`src/rtl/iter_divider.sv`:
```
// iter_divider
//   Multi-cycle RV32M divide unit (DIV, DIVU, REM, REMU). Restoring division,
//   one quotient bit per cycle, WIDTH iterations. It sits beside the ALU and
//   stalls the core through o_busy while a divide is in flight.
//
// Ports
//   i_clk     in   1      clock, rising edge
//   i_rst     in   1      asynchronous active-high reset
//   i_start   in   1      request, sampled only in IDLE
//   i_op      in   2      00 DIV, 01 DIVU, 10 REM, 11 REMU
//   i_a       in   WIDTH  dividend
//   i_b       in   WIDTH  divisor
//   o_busy    out  1      high from the cycle after accept through the o_valid cycle
//   o_valid   out  1      one-cycle result strobe
//   o_result  out  WIDTH  quotient or remainder; holds until the next result
//
// state  | meaning
// -------+-----------------------------------------------------------------
// S_IDLE | waiting for i_start; operands and op captured on accept
// S_CALC | one restoring step per cycle, cnt_q counts down from WIDTH
// S_DONE | o_valid high for this one cycle, then back to S_IDLE
module iter_divider #(
  parameter int WIDTH = 32
) (
  input  logic             i_clk,
  input  logic             i_rst,
  input  logic             i_start,
  input  logic [1:0]       i_op,
  input  logic [WIDTH-1:0] i_a,
  input  logic [WIDTH-1:0] i_b,
  output logic             o_busy,
  output logic             o_valid,
  output logic [WIDTH-1:0] o_result
);

  localparam int CW = $clog2(WIDTH + 1);
  localparam logic [WIDTH-1:0] MIN_VAL = {1'b1, {(WIDTH-1){1'b0}}};

  typedef enum logic [1:0] {
    S_IDLE = 2'd0,
    S_CALC = 2'd1,
    S_DONE = 2'd2
  } state_e;

  state_e           state_q;
  logic [CW-1:0]    cnt_q;
  logic [WIDTH-1:0] r_q;
  logic [WIDTH-1:0] q_q;
  logic [WIDTH-1:0] b_q;
  logic             rem_q;
  logic             neg_quo_q;
  logic             neg_rem_q;
  logic             busy_q;
  logic             valid_q;
  logic [WIDTH-1:0] result_q;

  // Accept-time decode
  logic             is_signed;
  logic             a_neg;
  logic             b_neg;
  logic [WIDTH-1:0] a_mag;
  logic [WIDTH-1:0] b_mag;
  logic             ovf;

  always_comb begin
    is_signed = ~i_op[0];
    a_neg     = is_signed & i_a[WIDTH-1];
    b_neg     = is_signed & i_b[WIDTH-1];
    a_mag     = a_neg ? (~i_a + 1'b1) : i_a;
    b_mag     = b_neg ? (~i_b + 1'b1) : i_b;
    ovf       = is_signed && (i_a == MIN_VAL) && (i_b == {WIDTH{1'b1}});
  end

  // One restoring step. The shifted partial remainder is WIDTH+1 bits
  // {s_hi, s_lo}. The divisor magnitude fits in WIDTH bits, so the trial
  // subtract splits into a WIDTH-bit subtract on s_lo plus s_hi: the step
  // has no borrow (carry=1) when s_hi is set or the low subtract does not
  // borrow. When carry=1 the trial result is below the divisor, so its top
  // bit is zero and only d_lo needs keeping.
  logic             s_hi;
  logic [WIDTH-1:0] s_lo;
  logic             borrow_lo;
  logic [WIDTH-1:0] d_lo;
  logic             carry;
  logic [WIDTH-1:0] r_d;
  logic [WIDTH-1:0] q_d;
  logic [WIDTH-1:0] quo_fix;
  logic [WIDTH-1:0] rem_fix;

  always_comb begin
    s_hi               = r_q[WIDTH-1];
    s_lo               = {r_q[WIDTH-2:0], q_q[WIDTH-1]};
    {borrow_lo, d_lo}  = {1'b0, s_lo} - {1'b0, b_q};
    carry              = s_hi | ~borrow_lo;
    r_d                = carry ? d_lo : s_lo;
    q_d                = {q_q[WIDTH-2:0], carry};
    quo_fix            = neg_quo_q ? (~q_d + 1'b1) : q_d;
    rem_fix            = neg_rem_q ? (~r_d + 1'b1) : r_d;
  end

  always_ff @(posedge i_clk or posedge i_rst) begin
    if (i_rst) begin
      state_q   <= S_IDLE;
      cnt_q     <= '0;
      r_q       <= '0;
      q_q       <= '0;
      b_q       <= '0;
      rem_q     <= 1'b0;
      neg_quo_q <= 1'b0;
      neg_rem_q <= 1'b0;
      busy_q    <= 1'b0;
      valid_q   <= 1'b0;
      result_q  <= '0;
    end else begin
      case (state_q)
        S_IDLE: begin
          if (i_start) begin
            busy_q    <= 1'b1;
            rem_q     <= i_op[1];
            neg_quo_q <= a_neg ^ b_neg;
            neg_rem_q <= a_neg;
            r_q       <= '0;
            q_q       <= a_mag;
            b_q       <= b_mag;
            if (i_b == '0) begin
              // RISC-V divide by zero: quotient all ones, remainder is the raw dividend
              state_q  <= S_DONE;
              valid_q  <= 1'b1;
              result_q <= i_op[1] ? i_a : {WIDTH{1'b1}};
            end else if (ovf) begin
              state_q  <= S_DONE;
              valid_q  <= 1'b1;
              result_q <= i_op[1] ? '0 : MIN_VAL;
            end else begin
              state_q <= S_CALC;
              cnt_q   <= CW'(WIDTH);
            end
          end
        end
        S_CALC: begin
          r_q   <= r_d;
          q_q   <= q_d;
          cnt_q <= cnt_q - 1'b1;
          if (cnt_q == CW'(1)) begin
            state_q  <= S_DONE;
            valid_q  <= 1'b1;
            result_q <= rem_q ? rem_fix : quo_fix;
          end
        end
        S_DONE: begin
          state_q <= S_IDLE;
          valid_q <= 1'b0;
          busy_q  <= 1'b0;
        end
        default: begin
          state_q <= S_IDLE;
          valid_q <= 1'b0;
          busy_q  <= 1'b0;
        end
      endcase
    end
  end

  assign o_busy   = busy_q;
  assign o_valid  = valid_q;
  assign o_result = result_q;

endmodule

```
`config.mk`:
```
export PLATFORM = sky130hd
export DESIGN_NAME = iter_divider
export DESIGN_NICKNAME = d
export VERILOG_FILES = /design/src/rtl/iter_divider.sv
export SDC_FILE = /design/constraint.sdc
export NUM_CORES = 1
export LEC_CHECK = 0
export ABC_CLOCK_PERIOD_IN_PS = 5200
export BUFFER_PORTS_ARGS = -buffer_cell sky130_fd_sc_hd__buf_2
export CORE_MARGIN = 2
export CORE_UTILIZATION = 38
export DETAILED_ROUTE_END_ITERATION = 7
export GPL_ROUTABILITY_DRIVEN = 0
export SLEW_MARGIN = 15
export SYNTH_ARGS = -nofsm -noshare
export SYNTH_HDL_FRONTEND = slang
export SYNTH_SLANG_ARGS = --single-unit
```
`constraint.sdc`:
```
create_clock -name i_clk -period 5.2 [get_ports i_clk]
set_input_delay 1.3 -clock i_clk [delete_from_list [all_inputs] [get_ports i_clk]]
set_output_delay 1.3 -clock i_clk [all_outputs]
set_load 0.005 [all_outputs]
```
==> results.py <==
metrics = {
    "clock_tree": {
        "cts_tree": "done",
        "cts_htree_levels": 4,
        "clk_pin_slew_ns": 0.07,
        "clock_path_buffers": 2,
        "insertion_delay_ns": 0.44,
        "cts_root_buf": "clkbuf_16",
        "clock-sinks": 141,
        "cts_buffers": 17,
    },
    "layout": {
        "final_core_util": 0.437,
        "regArea_um2": 3530,
        "multi_input_area_um2": 7820,
        "finalNetCount": 1669,
        "nFillCells": 3116,
        "num_antenna_cells": 0,
        "area_growth_pct": 12.8,
        "finalInstanceArea_um2": 13400,
        "drive_above_1_share": 0.140,
    },
    "synthesis": {
        "ys_ff_latch": 141,
        "yosys_warnings": 0,
        "synth_cell_type_count": 87,
        "syn_inst": 1496,
        "netlist_area_um2": 11900,
        "syn-num-nets": 1605,
        "ys.flop_type": "dfrtp_1",
        "yosysSeqAreaShare": 0.297,
        "synthArstFlopShare": 1.00,
        "synthTopCellsByCount": "o21ai_0, nand2_1, dfrtp_1",
        "post-synth-top-area-cell": "dfrtp_1",
        "synth.avg_cell_area_um2": 7.94,
        "synth.top_cell.area_share": 0.297,
        "synth_area_leaders": "dfrtp_1, o21ai_0, xnor2_1",
        "yosysMostFrequentCell": "o21ai_0",
        "synth-edff-count": 0,
    },
    "worst_setup_path": {
        "crit_top_cell": "nand2_1",
        "path_cells": "inv_1 -> ha_1 -> fa_1 -> nand2b_2 -> a211oi_4 -> a21oi_4 -> o31ai_4 -> a21oi_2 -> nand2_4 -> nand2_1 -> o21ai_2 -> ha_2 -> nand2_1 -> or3_4 -> or3_1 -> nor4_2 -> nand3_1 -> o41ai_4 -> and3_1 -> nand2_1 -> mux2_1 -> o221ai_1",
        "cp.required_ns": 5.55,
        "worst-path-max-fanout": 9,
        "cp-start-kind": "flop",
        "cp.arrival_ns": 5.29,
        "criticalPathCategory": "flop to flop",
        "end_kind": "flop",
        "cp_slowest_cell": "fa_1",
        "reg2regPathDepth": 22,
        "critPathTopFamily": "simple AND/OR/NAND/NOR gates",
        "crit_buf_inv": 1,
        "crit_cells": 22,
        "max_stage_delay_ns": 0.40,
    },
    "sta": {
        "drv_slew": 0,
        "period_needed_ns": 4.94,
        "slew_headroom": 0.282,
        "tns_ns": 0,
        "tightestPinTransition_ns": 1.08,
        "finalCritPeriodShare": 0.950,
        "postLayoutSetupSlackWorst_ns": 0.262,
        "hold_viol": 0,
        "max_freq_mhz": 203,
        "fin_skew_ns": 0.0171,
        "setup_viol": 0,
    },
    "global_routing": {
        "met2_usage": 0.376,
        "grt_use_met3": 0.0343,
        "use_met1": 0.339,
        "grt_util_all_layers": 0.239,
        "grt_max_degree": 112,
        "overflow": 0,
        "grt_pass1_wl_um": 62300,
        "top_usage_layer": "met2",
        "antenna_found_initial": 0,
        "grt_pass1_vias": 10900,
    },
    "min_path": {
        "hp-class": "flop to flop",
        "worst_hold_path.num_cells": 2,
    },
    "place": {
        "place_ws_ns": 0.155,
        "placed_cell_area_um2": 12700,
        "io_buffer_count": 102,
        "hpwl_um": 29500,
    },
    "drt": {
        "wire_per_inst_um": 20.2,
        "dr.pass1.iters": 5,
        "vias": 11800,
        "first_iter_violations": 1093,
        "antenna_left": 0,
        "drc": 0,
        "drt_wl_total_um": 39800,
        "via_per_inst": 5.97,
    },
    "power": {
        "power.density_nw_per_um2": 189,
        "p_leak_uw": 0.00536,
        "finalPower_uw": 2530,
        "ir_drop_mv": 0.209,
    },
    "die": {
        "ios": 103,
        "die_w_um": 181,
        "start_util": 0.387,
        "dieHeight_um": 181,
        "fp-row-count": 64,
        "core-area_um2": 30700,
        "die_area_um2": 32700,
    },
    "job": {
        "max-cap-violations": 0,
    },
    "outcome": {
        "outcome": "finished clean",
    },
}
-- area by class of cell --
cell class | instances | area share
clock buffers | 17 | 0.0317
inverters | 61 | 0.0186
clock inverters | 15 | 0.0114
well taps | 396 | 0.0370
multi-input cells | 1207 | 0.583
repair buffers | 132 | 0.0549
flip-flops and latches | 141 | 0.263
-- path summary, 6_finish.rpt --
kind	start	endpoint	slack [ns]
max	q_q[31]	o_result[24]	0.26
min	o_result[8]	o_result[8]	0.47
max reg2reg	q_q[31]	o_result[24]	0.26
min reg2reg	o_result[8]	o_result[8]	0.47
max in group asynchronous	i_rst	o_result[17]	3.18
min in group asynchronous	i_rst	r_q[3]	1.03
-- cells in the final DEF (no fill, tap or decap), types with 41 or more instances in the layout --
cell type	instances
dfrtp_1	141
nand3_1	63
xor2_1	51
o21ai_0	175
inv_1	58
a21oi_1	94
nand2_1	141
xnor2_1	88
nor2_1	89
buf_2	102
nor3_1	41
-- sequential cells by signal, summed over array words and instances (netlist names) --
register,flops
o_result,32
o_valid,1
b_q,32
q_q,32
rem_q,1
cnt_q,6
neg_quo_q,1
neg_rem_q,1
state_q,2
o_busy,1
r_q,32
-- kinds of logic after synthesis --
kind of cell               after synthesis  synth area share
AOI/OAI and AO/OA                      491             0.263
and+or+nand+nor                        510             0.220
muxes                                   27            0.0234
DFF                                    141             0.297
buffers and inverters                  148            0.0509
adders and majority gates               40            0.0428
xor gates and xnor gates               139             0.102
-- where the power goes --
part	switching [uW]	internal, uW	leakage, uW
registers	0	1100	0.00173
logic	120	65.8	0.00336
clock network	569	678	0.000278
total	689	1840	0.00536
-- worst register-to-register path: cells and delay by family (launching register included) --
family	cells	cell delay (ns)
and+or+nand+nor	10	1.95
AOI/OAI and AO/OA	7	1.26
adders and majority gates	3	0.88
DFF	1	0.38
muxes	1	0.33
buffers and inverters	1	0.07
-- metal layers --
metal / up-vias / routed length (um)
met5: - / 0
met4: 0 / 940
met3: 63 / 2240
met2: 427 / 18200
met1: 5668 / 18400
li1: 5596 / -
-- what timing repair did --
action / CTS / global route
hold buffers: 0 / 0
setup buffers: 0 / 4
resized for setup: 0 / 11
endpoints found under the setup margin: 0 / 7
-- through the flow --
| stage | instances | hold slack, ns |
|---|---|---|
| 2_1_floorplan | 1496 | 0.443 |
| 4_1_cts | 1965 | 0.483 |
| 6_report | 1969 | 0.473 |
| 3_3_place_gp | 1933 | 0.458 |
| 3_5_place_dp | 1933 | 0.466 |
| 5_1_grt | 1969 | 0.501 |
(Power assumes the default switching activity.)
